File: config.mk
export PLATFORM = sky130hd
export DESIGN_NAME = layer1_ctrl
export DESIGN_NICKNAME = d
export VERILOG_FILES = /design/src/rtl/layer1_ctrl.sv
export SDC_FILE = /design/constraint.sdc
export NUM_CORES = 1
export LEC_CHECK = 0
export ABC_AREA = 1
export CAP_MARGIN = 20
export CELL_PAD_IN_SITES_DETAIL_PLACEMENT = 2
export CELL_PAD_IN_SITES_GLOBAL_PLACEMENT = 2
export CORE_MARGIN = 5
export CORE_UTILIZATION = 34
export CTS_CLUSTER_SIZE = 14
export DETAILED_ROUTE_END_ITERATION = 8
export HOLD_SLACK_MARGIN = 0.02
export PLACE_DENSITY_LB_ADDON = 0.1
export SLEW_MARGIN = 20
export SYNTH_ARGS = -nofsm -noshare
export SYNTH_HDL_FRONTEND = slang
export SYNTH_SLANG_ARGS = --single-unit
File: constraint.sdc
create_clock -name clk -period 10.3 [get_ports clk]
set_input_delay 3.09 -clock clk [delete_from_list [all_inputs] [get_ports clk]]
set_output_delay 3.09 -clock clk [all_outputs]
set_load 0.05 [all_outputs]
File: src/rtl/layer1_ctrl.sv
// Sequencer for a 2x2 dense layer: loads weights, seeds the accumulators,
// then runs a programmed number of start/wait passes with a per-pass timeout.
module layer1_ctrl #(
   parameter int LOAD_CYCLES = 1,
   parameter int TIMEOUT     = 64,
   parameter int PASS_W      = 4
) (
   input  logic                clk,
   input  logic                rst,
   input  logic                go,
   input  logic                abort,
   input  logic [PASS_W-1:0]   num_passes,
   input  logic signed [15:0]  x1_in,
   input  logic signed [15:0]  x2_in,
   input  logic                lr_valid_21,
   input  logic                lr_valid_22,
   output logic                load_weights,
   output logic                start,
   output logic signed [15:0]  acc_data_nn_in1,
   output logic                acc_valid_data_nn_in1,
   output logic signed [15:0]  acc_data_nn_in2,
   output logic                acc_valid_data_nn_in2,
   output logic                busy,
   output logic                done,
   output logic                timeout_err,
   output logic [PASS_W-1:0]   pass_cnt
);

   typedef enum logic [2:0] {
      S_IDLE, S_LOAD, S_PRELOAD, S_START, S_WAIT, S_DONE, S_ERR
   } state_t;

   localparam logic [3:0] LOAD_LAST = 4'(LOAD_CYCLES - 1);
   localparam logic [7:0] TMO_LAST  = 8'(TIMEOUT - 1);

   state_t               state_q, state_d;
   logic [3:0]           load_cnt_q, load_cnt_d;
   logic [7:0]           tmo_cnt_q, tmo_cnt_d;
   logic                 seen1_q, seen1_d;
   logic                 seen2_q, seen2_d;
   logic [PASS_W-1:0]    num_passes_q, num_passes_d;
   logic [PASS_W-1:0]    pass_cnt_q, pass_cnt_d;
   logic signed [15:0]   x1_q, x1_d;
   logic signed [15:0]   x2_q, x2_d;

   logic                 load_weights_q, load_weights_d;
   logic                 start_q, start_d;
   logic                 nn_valid_q, nn_valid_d;
   logic signed [15:0]   nn_data1_q, nn_data1_d;
   logic signed [15:0]   nn_data2_q, nn_data2_d;
   logic                 busy_q, busy_d;
   logic                 done_q, done_d;
   logic                 err_q, err_d;

   always_comb begin
      state_d      = state_q;
      load_cnt_d   = load_cnt_q;
      tmo_cnt_d    = tmo_cnt_q;
      seen1_d      = seen1_q;
      seen2_d      = seen2_q;
      num_passes_d = num_passes_q;
      pass_cnt_d   = pass_cnt_q;
      x1_d         = x1_q;
      x2_d         = x2_q;

      if (abort) begin
         state_d = S_IDLE;
      end else begin
         unique case (state_q)
            S_IDLE: begin
               if (go) begin
                  if (num_passes != '0) begin
                     num_passes_d = num_passes;
                     x1_d         = x1_in;
                     x2_d         = x2_in;
                     pass_cnt_d   = '0;
                     load_cnt_d   = '0;
                     state_d      = S_LOAD;
                  end else begin
                     state_d = S_DONE;
                  end
               end
            end
            S_LOAD: begin
               if (load_cnt_q == LOAD_LAST) state_d = S_PRELOAD;
               else                         load_cnt_d = load_cnt_q + 4'd1;
            end
            S_PRELOAD: state_d = S_START;
            S_START: begin
               seen1_d   = 1'b0;
               seen2_d   = 1'b0;
               tmo_cnt_d = '0;
               state_d   = S_WAIT;
            end
            // A valid arriving in the final timeout cycle still completes the pass.
            S_WAIT: begin
               seen1_d = seen1_q | lr_valid_21;
               seen2_d = seen2_q | lr_valid_22;
               if (seen1_d && seen2_d) begin
                  pass_cnt_d = pass_cnt_q + 1'b1;
                  state_d    = (pass_cnt_d == num_passes_q) ? S_DONE : S_START;
               end else if (tmo_cnt_q == TMO_LAST) begin
                  state_d = S_ERR;
               end else begin
                  tmo_cnt_d = tmo_cnt_q + 8'd1;
               end
            end
            S_DONE:  state_d = S_IDLE;
            S_ERR:   state_d = S_ERR;
            default: state_d = S_IDLE;
         endcase
      end

      load_weights_d = (state_d == S_LOAD);
      start_d        = (state_d == S_START);
      nn_valid_d     = (state_d == S_PRELOAD);
      nn_data1_d     = (state_d == S_PRELOAD) ? x1_q : 16'sd0;
      nn_data2_d     = (state_d == S_PRELOAD) ? x2_q : 16'sd0;
      busy_d         = (state_d != S_IDLE) && (state_d != S_ERR);
      done_d         = (state_d == S_DONE);
      err_d          = (state_d == S_ERR);
   end

   always_ff @(posedge clk or posedge rst) begin
      if (rst) begin
         state_q        <= S_IDLE;
         load_cnt_q     <= '0;
         tmo_cnt_q      <= '0;
         seen1_q        <= 1'b0;
         seen2_q        <= 1'b0;
         num_passes_q   <= '0;
         pass_cnt_q     <= '0;
         x1_q           <= '0;
         x2_q           <= '0;
         load_weights_q <= 1'b0;
         start_q        <= 1'b0;
         nn_valid_q     <= 1'b0;
         nn_data1_q     <= '0;
         nn_data2_q     <= '0;
         busy_q         <= 1'b0;
         done_q         <= 1'b0;
         err_q          <= 1'b0;
      end else begin
         state_q        <= state_d;
         load_cnt_q     <= load_cnt_d;
         tmo_cnt_q      <= tmo_cnt_d;
         seen1_q        <= seen1_d;
         seen2_q        <= seen2_d;
         num_passes_q   <= num_passes_d;
         pass_cnt_q     <= pass_cnt_d;
         x1_q           <= x1_d;
         x2_q           <= x2_d;
         load_weights_q <= load_weights_d;
         start_q        <= start_d;
         nn_valid_q     <= nn_valid_d;
         nn_data1_q     <= nn_data1_d;
         nn_data2_q     <= nn_data2_d;
         busy_q         <= busy_d;
         done_q         <= done_d;
         err_q          <= err_d;
      end
   end

   assign load_weights          = load_weights_q;
   assign start                 = start_q;
   assign acc_valid_data_nn_in1 = nn_valid_q;
   assign acc_valid_data_nn_in2 = nn_valid_q;
   assign acc_data_nn_in1       = nn_data1_q;
   assign acc_data_nn_in2       = nn_data2_q;
   assign busy                  = busy_q;
   assign done                  = done_q;
   assign timeout_err           = err_q;
   assign pass_cnt              = pass_cnt_q;

endmodule

==> flow_metrics.env, run 1 <==
export IMPL_run_status="complete, no violations"
export IMPL_gpl_final_weighted_congestion=0.732
export IMPL_clk_pin_slew_worst_paths_ns=0.06
export IMPL_ios=85
export IMPL_rows=40
export IMPL_critical_path_peak_fanout=51
export IMPL_drt_wl_total_um=10800
export IMPL_crit_path_max_incr_delay_ns=0.50
export IMPL_fin_setup_tns_ns=0
export IMPL_routed_wire_length_per_instance_um=16.0
export IMPL_first_pass_grt_wire_length_um=18100
export IMPL_filler_cell_count=1307
export IMPL_worstSetupEndpointType="flip-flop"
export IMPL_regArea_um2=2380
export IMPL_groute_usage_overall_pct=15.8
export IMPL_final_nets=553
export IMPL_ys_async_sr_fraction_pct=100
export IMPL_ctsLongestPathBuffers=2
export IMPL_hold_viol_final=0
export IMPL_placeableCoreArea_um2=12100
export IMPL_fin_skew_ns=0.00771
export IMPL_max_slew_margin_pct=46.6
export IMPL_tritoncts_num_sinks=95
export IMPL_power_density_nw_per_um2=269
export IMPL_preCtsSetupSlack_ns=4.91
export IMPL_clock_insertion_delay_worst_skew_ns=0.34
export IMPL_critPathMostFrequentCell="sky130_fd_sc_hd__nand2_1"
export IMPL_place_detailed_hpwl_um=7500
export IMPL_primary_flip_flop_cell_chosen_by_synthesis_mapping="sky130_fd_sc_hd__dfrtp_1"
export IMPL_die_height_um=121
export IMPL_globalRoute_totalOverflow=0
export IMPL_synthesis_instances=423
export IMPL_cts_root_buf="sky130_fd_sc_hd__clkbuf_16"
export IMPL_worst_ep_arrival_time_ns=5.21
export IMPL_critical_path_cell_chain="clkdlybuf4s50_1, nor2_1, nand2_1, nand2_1, a21oi_1, nand2_1, nor2_4, buf_4, o21ai_0"
export IMPL_postPlaceCellArea_um2=5160
export IMPL_detail_route_vias_per_cell=4.62
export IMPL_numPortBuffers=84
export IMPL_drtIter0Drc=82
export IMPL_slew_violations=0
export IMPL_post_cts_setup_buffer_count=0
export IMPL_number_of_antenna_violations_at_the_first_check_in_global_routing=0
export IMPL_cts_repair_resized=0
export IMPL_slowest_stage="sky130_fd_sc_hd__clkdlybuf4s50_1"
export IMPL_fin_ws_ns=5.27
export IMPL_synth_edff_count=0
export IMPL_cts_made_buffers=9
export IMPL_ant_nets=0
export IMPL_critical_path_class="in -> reg"
export IMPL_sequential_area_share_after_synthesis_pct=56.5
export IMPL_min_period_over_period_pct=48.8
export IMPL_rsz0062_at_grt="no"
export IMPL_floorplan_die_area_um2=14700
export IMPL_cts_tree="yes"
export IMPL_floorplan_die_width_um=121
export IMPL_syn_area_per_cell_um2=9.94
export IMPL_synth_net_count=469
export IMPL_final_number_of_setup_violating_endpoints=0
export IMPL_postSynthRegisterBits=95
export IMPL_synthesis_area_um2=4200
export IMPL_drc_errors=0
export IMPL_tritonroute_pass_1_iters=4
export IMPL_drive_gt1_share_pct=12.9
export IMPL_syn2layout_area_growth_pct=29.9
export IMPL_req_time_crit_path_ns=10.48
export IMPL_max_cap_violations=0
export IMPL_synthesis_yosys_warnings=0
export IMPL_yosysUniqueCellTypes=35
export IMPL_fmax_mhz=199
export IMPL_cts_hold_buffers=0
export IMPL_largest_net_degree_at_the_start_of_global_routing=64
export IMPL_worst_ir_drop_vdd_v=0.0000841
export IMPL_post_layout_total_power_w=0.00147
export IMPL_period_minus_slack_ns=5.03
export IMPL_worstSetupStartpointType="input port"
export IMPL_multi_input_comb_area_um2=1470
export IMPL_worst_margin_pin_slew_ns=0.801
export IMPL_grt_pass1_vias=3622
export IMPL_static_leakage_power_nw=2.47
export IMPL_final_area_um2=5460
export IMPL_initial_utilization_pct=34.9
export IMPL_n_antenna_cell=0
export IMPL_h_tree_depth=3
export IMPL_routed_via_count=3132
export IMPL_hold_path_class="reg -> reg"
export IMPL_utilization_pct=45.3
[stage by stage]
stage / hold slack, ns / cells
6_report: 0.466 / 678
5_1_grt: 0.503 / 678
4_1_cts: 0.474 / 678
3_5_place_dp: 0.458 / 664
3_3_place_gp: 0.446 / 664
2_1_floorplan: 0.434 / 423
[path summary, 6_finish.rpt]
path                          startpoint                  end  slack (ns)  cells past startpoint
hold reg to reg                  seen2_q              seen2_q        0.47                      2
setup reg to reg           load_cnt_q[0]              x1_q[1]        7.91                      9
max in group asynchronous            rst         tmo_cnt_q[6]        6.02                      3
setup / recovery           num_passes[3]              x1_q[1]        5.27                      9
min in group asynchronous            rst  acc_data_nn_in2[15]        3.11                      2
hold / removal                   seen2_q              seen2_q        0.47                      2
[area by class of cell]
cell class                      instances  share of cell area [%]
Multi-Input combinational cell        250                    26.8
Clock buffer                           10                    4.19
Inverter                               65                    4.60
Timing Repair Buffer                   86                    15.7
Tap cell                              168                    3.85
Clock inverter                          4                    1.33
Sequential cell                        95                    43.5
[layer usage]
layer  up-vias  track usage (%)  share of wire, %
li1       1482                -                 -
met1      1589             18.6                42
met2        51             28.1                53
met3        10             3.40               3.6
met4         0             6.09               1.6
met5         -                0                 0
[Yosys cell counts, types with 2 or more instances]
library cell,count,area (µm²)
sky130_fd_sc_hd__nor2_2,3,18.8
sky130_fd_sc_hd__nand2_4,2,22.5
sky130_fd_sc_hd__a21oi_1,5,25.0
sky130_fd_sc_hd__inv_2,5,18.8
sky130_fd_sc_hd__o21ai_0,51,255
sky130_fd_sc_hd__nand2_2,2,12.5
sky130_fd_sc_hd__nor3_1,2,10.0
sky130_fd_sc_hd__buf_2,5,25.0
sky130_fd_sc_hd__nand2_1,82,308
sky130_fd_sc_hd__inv_1,59,221
sky130_fd_sc_hd__nor2_1,22,82.6
sky130_fd_sc_hd__xor2_1,5,43.8
sky130_fd_sc_hd__dfrtp_1,95,2380
sky130_fd_sc_hd__clkbuf_1,2,7.51
sky130_fd_sc_hd__or2_2,2,12.5
sky130_fd_sc_hd__nand3_1,23,115
sky130_fd_sc_hd__buf_12,3,60.1
sky130_fd_sc_hd__nor2_4,29,327
sky130_fd_sc_hd__ha_1,4,50.1
sky130_fd_sc_hd__nand4_1,7,43.8
[cell families after synthesis]
logic type | share of synthesized area [%]
fa+ha+maj | 1.19
simple gates | 24.4
compound gates | 7.92
flops | 56.5
buf+inv | 8.69
xor+xnor | 1.25
[worst max-delay path: cells and delay by family]
family | cells | cell delay, ns
simple gates | 5 | 0.80
compound gates | 2 | 0.32
buf+inv | 2 | 0.98
[sequential cells by signal, summed over array words and instances (netlist names)]
name and count:
acc_data_nn_in1 16, busy 1, acc_data_nn_in2 16, acc_valid_data_nn_in1 1, num_passes_q 4, load_weights 1
x2_q 16, pass_cnt 4, seen1_q 1, load_cnt_q 4, seen2_q 1, timeout_err 1
start 1, tmo_cnt_q 8, done 1, state_q 3, x1_q 16
[where the power goes]
part	internal (W)	switching [W]	leakage, nW
registers	0.000490	0.0000535	1.25
logic	0.000168	0.000409	1.08
clock network	0.000210	0.000140	0.144
total	0.000868	0.000603	2.47
[cell usage in the layout, fill, tap and decap left out, types with 2 or more instances in the layout]
cell / n
sky130_fd_sc_hd__dfrtp_1: 95
sky130_fd_sc_hd__clkdlybuf4s50_1: 84
sky130_fd_sc_hd__nand2_1: 82
sky130_fd_sc_hd__inv_1: 58
sky130_fd_sc_hd__o21ai_0: 51
sky130_fd_sc_hd__nor2_4: 30
sky130_fd_sc_hd__nand3_1: 23
sky130_fd_sc_hd__nor2_1: 22
sky130_fd_sc_hd__clkbuf_16: 9
sky130_fd_sc_hd__nand4_1: 7
sky130_fd_sc_hd__inv_2: 5
sky130_fd_sc_hd__xor2_1: 5
sky130_fd_sc_hd__a21oi_1: 5
sky130_fd_sc_hd__ha_1: 4
sky130_fd_sc_hd__nor2_2: 2
sky130_fd_sc_hd__or2_2: 2
sky130_fd_sc_hd__nand2_4: 2
sky130_fd_sc_hd__nor3_1: 2
sky130_fd_sc_hd__nand2_2: 2
sky130_fd_sc_hd__bufinv_16: 2
sky130_fd_sc_hd__buf_4: 2
(Power assumes the default switching activity.)
==> run 2, diff against run 1 <==
Settings changed: CORE_UTILIZATION 34 to 32.
Clock period 10.3 ns to 4.8 ns, I/O delays scaled along.
==> flow_metrics.env, run 2 (same netlist as run 1, synthesis figures left out) <==
export IMPL_run_status="complete, no violations"
export IMPL_drive_gt1_share_pct=13.5
export IMPL_cts_made_buffers=9
export IMPL_req_time_crit_path_ns=5.00
export IMPL_static_leakage_power_nw=2.47
export IMPL_first_pass_grt_wire_length_um=18200
export IMPL_numPortBuffers=84
export IMPL_cts_hold_buffers=0
export IMPL_clk_pin_slew_worst_paths_ns=0.07
export IMPL_groute_usage_overall_pct=14.3
export IMPL_final_area_um2=5470
export IMPL_layout_cells_non_filler=684
export IMPL_clock_insertion_delay_worst_skew_ns=0.35
export IMPL_critical_path_peak_fanout=65
export IMPL_netSwitchingFraction_pct=42.2
export IMPL_tritonroute_pass_1_iters=4
export IMPL_fin_setup_tns_ns=0
export IMPL_drc_errors=0
export IMPL_worstSetupStartpointType="input port"
export IMPL_period_minus_slack_ns=3.16
export IMPL_hold_viol_final=0
export IMPL_worstSetupEndpointType="flip-flop"
export IMPL_rsz0062_at_grt="no"
export IMPL_routed_wire_length_per_instance_um=15.2
export IMPL_place_detailed_hpwl_um=7530
export IMPL_ant_nets=0
export IMPL_ios=85
export IMPL_seq_power_share_pct=37.6
export IMPL_gpl_final_weighted_congestion=0.738
export IMPL_h_tree_depth=3
export IMPL_slew_violations=0
export IMPL_max_cap_violations=0
export IMPL_layout_cells_most_common_list="95 x sky130_fd_sc_hd__dfrtp_1, 84 x sky130_fd_sc_hd__clkdlybuf4s50_1, 82 x sky130_fd_sc_hd__nand2_1"
export IMPL_rows=41
export IMPL_floorplan_die_area_um2=15500
export IMPL_max_slew_margin_pct=43.1
export IMPL_cts_repair_resized=0
export IMPL_postPlaceCellArea_um2=5180
export IMPL_syn2layout_area_growth_pct=30.1
export IMPL_worst_margin_pin_slew_ns=0.854
export IMPL_fin_skew_ns=0.0118
export IMPL_mostFrequentLayoutCell="sky130_fd_sc_hd__dfrtp_1"
export IMPL_grt_pass1_vias=3723
export IMPL_filler_cell_count=1391
export IMPL_routed_via_count=3093
export IMPL_min_period_over_period_pct=65.9
export IMPL_internal_power_w=0.00179
export IMPL_cts_root_buf="sky130_fd_sc_hd__clkbuf_16"
export IMPL_n_antenna_cell=0
export IMPL_placeableCoreArea_um2=12800
export IMPL_worst_ep_arrival_time_ns=3.36
export IMPL_fmax_mhz=316
export IMPL_globalRoute_totalOverflow=0
export IMPL_power_density_nw_per_um2=565
export IMPL_drt_wl_total_um=10400
export IMPL_place_detailed_instances=668
export IMPL_drtIter0Drc=120
export IMPL_number_of_antenna_violations_at_the_first_check_in_global_routing=0
export IMPL_floorplan_die_width_um=125
export IMPL_tritoncts_num_sinks=95
export IMPL_hold_path_class="reg -> reg"
export IMPL_share_comb_of_total_power_pct=39.8
export IMPL_share_clk_of_total_power_pct=22.6
export IMPL_cts_tree="yes"
export IMPL_preCtsSetupSlack_ns=1.22
export IMPL_power_switching_w=0.00131
export IMPL_fin_ws_ns=1.64
export IMPL_worst_ir_drop_vdd_v=0.000220
export IMPL_critical_path_class="in -> reg"
export IMPL_final_nets=553
export IMPL_post_cts_setup_buffer_count=0
export IMPL_final_number_of_setup_violating_endpoints=0
export IMPL_largest_net_degree_at_the_start_of_global_routing=66
export IMPL_die_height_um=125
export IMPL_ctsLongestPathBuffers=2
export IMPL_initial_utilization_pct=32.9
export IMPL_detail_route_vias_per_cell=4.52
-- run 2: path summary, 6_finish.rpt --
check                              start                   to  slack [ns]  cells after the start
setup / recovery           num_passes[3]             x2_q[14]        1.64                      9
hold / removal                   seen1_q              seen1_q        0.47                      2
setup reg to reg             pass_cnt[0]  acc_data_nn_in2[15]        2.43                     11
hold reg to reg                  seen1_q              seen1_q        0.47                      2
max in group asynchronous            rst              x2_q[4]        2.51                      3
min in group asynchronous            rst  acc_data_nn_in1[14]        1.63                      2
-- run 2: area by class of cell --
type                    instances  area (µm²)  share of cell area [%]
multi-input cells             250        1470                    26.8
inverters                      65         251                    4.60
repair buffers                 86         868                    15.9
well taps                     172         215                    3.94
clock inverters                 6        50.0                   0.915
flip-flops and latches         95        2380                    43.5
clock buffers                  10         239                    4.37
-- run 2: metrics by stage --
step	hold WS (ns)	power, W	util (%)
finish	0.472	0.00309	42.8
global route	0.498	0.00332	42.8
CTS	0.480	0.00316	42.8
detailed placement	0.464	0.00243	40.5
global placement	0.448	0.00237	40.5
floorplan	0.434	0.00210	-
-- run 2: power by group through the flow --
stage / clock network (W) / registers, W / logic (W)
after CTS: 0.000730 / 0.00117 / 0.00126
final: 0.000700 / 0.00116 / 0.00123
after floorplan: 0 / 0.00137 / 0.000727
after detailed placement: 0 / 0.00118 / 0.00126
after global routing: 0.000759 / 0.00119 / 0.00137
after global placement: 0 / 0.00117 / 0.00120
-- run 2: critical path, cell delays in order --
cell and delay (ns):
sky130_fd_sc_hd__clkdlybuf4s50_1 0.51, sky130_fd_sc_hd__nor2_1 0.06, sky130_fd_sc_hd__nand2_1 0.09, sky130_fd_sc_hd__nand2_1 0.06
sky130_fd_sc_hd__a21oi_1 0.12, sky130_fd_sc_hd__nand2_1 0.16, sky130_fd_sc_hd__nor2_4 0.19, sky130_fd_sc_hd__buf_4 0.50
sky130_fd_sc_hd__o21ai_0 0.19
-- run 2: per-layer routing --
| metal | up-vias | part of all wire [%] | global-route usage [%] |
|---|---|---|---|
| met5 | - | 0 | 0 |
| met4 | 0 | 0.93 | 3.09 |
| met3 | 9 | 4.5 | 4.97 |
| met2 | 51 | 52 | 25.0 |
| met1 | 1553 | 43 | 17.0 |
| li1 | 1480 | - | - |
